`src/rtl/countdown_pkg.sv`:
```
// Shared constants and helpers for the cascaded BCD countdown timer.
package countdown_pkg;

   localparam int DIGIT_W = 4;

   // mm:ss layout in the low 16 bits (digit0 /10, digit1 /6, digit2 /10, digit3 /10).
   localparam logic [31:0] DEF_MOD_VECTOR = 32'hA6A6_AA6A;

   function automatic logic mod_legal(input logic [DIGIT_W-1:0] m);
      return (m >= 4'd2) && (m <= 4'd10);
   endfunction

endpackage

```
`src/rtl/counter_modn.sv`:
```
// One modulo-N BCD digit: loadable, decrements on borrow_i, wraps 0 -> N-1.
module counter_modn
   import countdown_pkg::*;
(
   input  logic               clock,
   input  logic               clearn,
   input  logic [DIGIT_W-1:0] modulus_i,
   input  logic [DIGIT_W-1:0] load_val_i,
   input  logic               load_i,
   input  logic               borrow_i,
   output logic [DIGIT_W-1:0] digit_o,
   output logic               borrow_o,
   output logic               is_zero_o
);

   logic [DIGIT_W-1:0] digit_q, digit_d;

   always_comb begin
      digit_d = digit_q;
      if (load_i)
         digit_d = load_val_i;
      else if (borrow_i)
         digit_d = (digit_q == '0) ? (modulus_i - 4'd1) : (digit_q - 4'd1);
   end

   always_ff @(posedge clock or negedge clearn) begin
      if (!clearn) digit_q <= '0;
      else         digit_q <= digit_d;
   end

   assign digit_o   = digit_q;
   assign is_zero_o = (digit_q == '0);
   assign borrow_o  = borrow_i && (digit_q == '0);

endmodule

```
`src/rtl/countdown_timer.sv`:
```
// Cascaded BCD countdown with load clamping, hold-at-zero and load_error pulse.
// Optional AUTO_RELOAD_EN: reload the last loaded value instead of holding at zero.
module countdown_timer
   import countdown_pkg::*;
#(
   parameter int                          NUM_DIGITS = 4,
   parameter logic [DIGIT_W*NUM_DIGITS-1:0] MOD_VECTOR = DEF_MOD_VECTOR[DIGIT_W*NUM_DIGITS-1:0]
) (
   input  logic                          clock,
   input  logic                          clearn,
   input  logic [DIGIT_W*NUM_DIGITS-1:0] data,
   input  logic                          loadn,
   input  logic                          enable,
   output logic [DIGIT_W*NUM_DIGITS-1:0] digits,
   output logic                          tc,
   output logic                          zero,
   output logic                          load_error
);

   localparam int W = DIGIT_W * NUM_DIGITS;

   logic [NUM_DIGITS-1:0] over, is_zero;
   logic [NUM_DIGITS:0]   borrow;
   logic [W-1:0]          clamp_val, reload_val, load_val;
   logic                  underflow, load_strobe;
   logic                  load_error_q, load_error_d;

   // The chain is fed unconditionally; a borrow out of the top digit means the
   // count was already zero, and is turned into a reload (of 0 or the shadow).
   assign borrow[0]   = loadn && enable;
   assign underflow   = borrow[NUM_DIGITS];
   assign load_strobe = !loadn || underflow;
   assign load_val    = loadn ? reload_val : clamp_val;

   for (genvar g = 0; g < NUM_DIGITS; g++) begin : g_digit
      localparam logic [DIGIT_W-1:0] MOD_RAW = MOD_VECTOR[DIGIT_W*g +: DIGIT_W];
      // An out-of-range modulus falls back to plain decimal.
      localparam logic [DIGIT_W-1:0] MOD_G   = mod_legal(MOD_RAW) ? MOD_RAW : 4'd10;

      assign over[g] = data[DIGIT_W*g +: DIGIT_W] >= MOD_G;
      assign clamp_val[DIGIT_W*g +: DIGIT_W] =
         over[g] ? (MOD_G - 4'd1) : data[DIGIT_W*g +: DIGIT_W];

      counter_modn u_digit (
         .clock      (clock),
         .clearn     (clearn),
         .modulus_i  (MOD_G),
         .load_val_i (load_val[DIGIT_W*g +: DIGIT_W]),
         .load_i     (load_strobe),
         .borrow_i   (borrow[g]),
         .digit_o    (digits[DIGIT_W*g +: DIGIT_W]),
         .borrow_o   (borrow[g+1]),
         .is_zero_o  (is_zero[g])
      );
   end

`ifdef AUTO_RELOAD_EN
   logic [W-1:0] shadow_q, shadow_d;

   assign shadow_d = loadn ? shadow_q : clamp_val;

   always_ff @(posedge clock or negedge clearn) begin
      if (!clearn) shadow_q <= '0;
      else         shadow_q <= shadow_d;
   end

   assign reload_val = shadow_q;
`else
   assign reload_val = '0;
`endif

   // Loading together with enable is flagged as misuse, same as a clamped digit.
   assign load_error_d = !loadn && (enable || (|over));

   always_ff @(posedge clock or negedge clearn) begin
      if (!clearn) load_error_q <= 1'b0;
      else         load_error_q <= load_error_d;
   end

   assign zero       = &is_zero;
   assign tc         = underflow && clearn;
   assign load_error = load_error_q;

endmodule

```
`config.mk`:
```
export PLATFORM = sky130hd
export DESIGN_NAME = countdown_timer
export DESIGN_NICKNAME = d
export VERILOG_FILES = /design/src/rtl/countdown_pkg.sv /design/src/rtl/counter_modn.sv /design/src/rtl/countdown_timer.sv
export SDC_FILE = /design/constraint.sdc
export NUM_CORES = 1
export LEC_CHECK = 0
export CORE_MARGIN = 10
export CORE_UTILIZATION = 44
export CTS_CLUSTER_DIAMETER = 100
export CTS_CLUSTER_SIZE = 24
export DETAILED_ROUTE_END_ITERATION = 16
export PLACE_DENSITY = 0.78
export SLEW_MARGIN = 20
export SYNTH_ARGS = -nofsm -noshare
export SYNTH_HDL_FRONTEND = slang
export SYNTH_SLANG_ARGS = --single-unit
```
`constraint.sdc`:
```
create_clock -name clock -period 2.05 [get_ports clock]
set_clock_uncertainty 0.1 [all_clocks]
set_input_delay 0.205 -clock clock [delete_from_list [all_inputs] [get_ports clock]]
set_output_delay 0.205 -clock clock [all_outputs]
set_load 0.02 [all_outputs]
```
==> metrics.csv <==
metric,value,unit
total of max-cap violations,0,
post-synth net total,143,
failing checks,negative setup slack,
CTS tree,yes,
first-pass GRT wire length,6.147,mm
synth-to-layout area growth,63.77,%
gr ovfl total,0,
core area,2455,sq um
synthesized cell area,1122,sq um
Tcrit/Tclk final,102.5,%
Global Route Usage Sum,14.56,%
async set or reset register ratio after synthesis,100.0,%
Required @ worst endpoint,1750,ps
Post-synth EDFFs,0,
crit path capture type,primary output,
Setup TNS Final,-52.03,ps
width of the die,70.51,um
hpwl dp,2.932,mm
total CTS buffers,3,
DR WL/cell,16.15,um
"CTS clk-pin slew, worst paths",110,ps
LEAKAGE,0.7651,nW
share of post-route cells with drive strength above 1,28.06,%
Core Rows,18,
final setup violation count,1,
crit path time final,2102,ps
clk sinks,17,
post-synthesis cell type count,49,
Die Footprint,4971,sq um
Die Ht,70.51,um
Area after DPL,1779,sq um
Final Max Slew Viols,0,
routed vias/inst,5.677,
Final Cell Area,1838,sq um
largest net degree at the start of global routing,23,
post-placement cell count,221,
Hold Crit Class,in2async,
"Hold-fix buffers, CTS",0,
Setup WS post-layout,-52.03,ps
"reg-to-reg slack, setup",140,ps
max frequency,475.7,MHz
Port-buffer cells,38,
R2R cell count,5,
Yosys top cell by area,dfrtp_1,
final cell count without fillers,226,
sequential area share after synthesis,37.90,%
average cell area after synthesis,9.125,sq um
final core utilization,74.87,%
initial antenna violation count,0,
"commonest non-fill, non-tap cells in the layout","36 x clkdlybuf4s50_1, 36 x buf_4, 17 x dfrtp_1, 15 x nor2_1",
total routed wirelength,3.649,mm
worst skew pair latency,310,ps
Residual DRC,0,
Slew @ Worst Pin,386.5,ps
Filler cells,176,
Reg-to-Reg End,g_digit[3].u_digit.digit_o[1],
CP Launch Type,flop,
starting density of the core,45.72,%
overall power,1.001,mW
status,finished with violations,
Syn. warnings,0,
antenna diode count,0,
Setup WS pre-CTS,-311.3,ps
Pwr per Cell Area,544.6,nW/um^2
commonest register cell after synthesis,dfrtp_1,
CP Class,reg2out,
relative slew slack,73.96,%
vias in the first global route,1302,
unrepaired setup endpoints after global routing,yes,
Min Hold Slack,142.0,ps
Max VDD drop,0.0004858,V
Antenna Nets Post-Route,0,
final net count,217,
Multi-input gate area,691.9,sq um
Syn Inst Count,123,
CTS H-tree lvls,1,
Seq cells post-synth,17,
Vias,1283,
Critical R2R Launch,g_digit[2].u_digit.digit_o[1],
gpl congestion,0.8880,
Ports,39,
CP max FO,2,
CTS max path bufs,2,
area share of the largest cell type after synthesis,37.90,%
clk root buf,clkbuf_4,
drt initial violations,94,
Worst EP arrival,1800,ps
TritonRoute pass-1 iters,5,
Fin. Hold Viols,0,
Register Area,425.4,sq um
Area contributors post-synth,"dfrtp_1 38%, nor2_1 5.4%, o211ai_1 4.7%, o21ai_0 3.1%, nand2_1 2.7%",
-- worst max-delay path: stages, from the launching register on --
cell and delay [ps]:
dfrtp_1 430, nor4_4 300, nand2_1 120, or3_4 420
nor2_4 100, buf_6 120
-- final cells by class --
type                       count  share of cell area (%)
multi-input combinational     98                   37.64
timing repair buffer          73                   34.92
sequential                    17                   23.15
tap                           30                   2.042
clock buffer                   4                   1.430
inverter                       4                  0.8169
-- worst max path at each step --
stage                       to  slack [ps]                          start  depth (start not counted)
final                       tc         -50  g_digit[1].u_digit.digit_o[0]                          5
after global routing        tc        -110  g_digit[1].u_digit.digit_o[0]                          5
after CTS                   tc         -50  g_digit[3].u_digit.digit_o[3]                          6
after detailed placement    tc        -310                         enable                          6
after global placement      tc        -290                         enable                          6
after floorplan           zero          10  g_digit[1].u_digit.digit_o[0]                          3
-- synthesized netlist by cell type, types with 2 or more instances --
cell type,count
a21oi_1,4
nor3b_1,2
nor2b_1,4
a22o_1,2
nand4_1,3
o21a_1,2
or4_1,2
o211ai_1,7
o22ai_1,2
nor3_1,2
dfrtp_1,17
nand2_1,8
o21ai_0,7
nor2_1,16
a2bb2oi_1,3
xor2_1,2
inv_1,4
mux2_2,2
nand3_1,2
buf_1,2
or3b_2,2
-- kinds of logic (layout without fill, tap and decap cells) --
family	after synthesis	after routing	synth area share [%]
xor+xnor	3	3	2.342
flops	17	17	37.90
simple gates	56	56	31.22
mux	4	4	3.902
buf+inv	8	81	2.786
compound gates	35	35	21.85
-- per-layer routing --
metal	share of wire, %	routed length, um	track usage [%]	vias to the layer above
met3	6.1	222	3.107	11
met4	2.4	87	5.702	0
met5	0	0	0	-
met1	39	1439	15.92	605
li1	-	-	-	617
met2	52	1900	26.45	50
-- power by group --
group | switching (mW) | total, mW | leakage, nW | internal, mW
clock | 0.118 | 0.194 | 0.0150 | 0.0760
combinational | 0.193 | 0.413 | 0.542 | 0.220
sequential | 0.0277 | 0.394 | 0.208 | 0.366
-- sequential cells by signal, indices dropped and copies added, names as in the netlist --
name and count:
g_digit.u_digit.digit_o 16, load_error 1
-- what timing repair did --
action,CTS,global route
setup endpoints to repair,2,2
pin swaps,2,1
gates resized for setup,15,3
setup buffers,0,1
(Power assumes the default switching activity.)
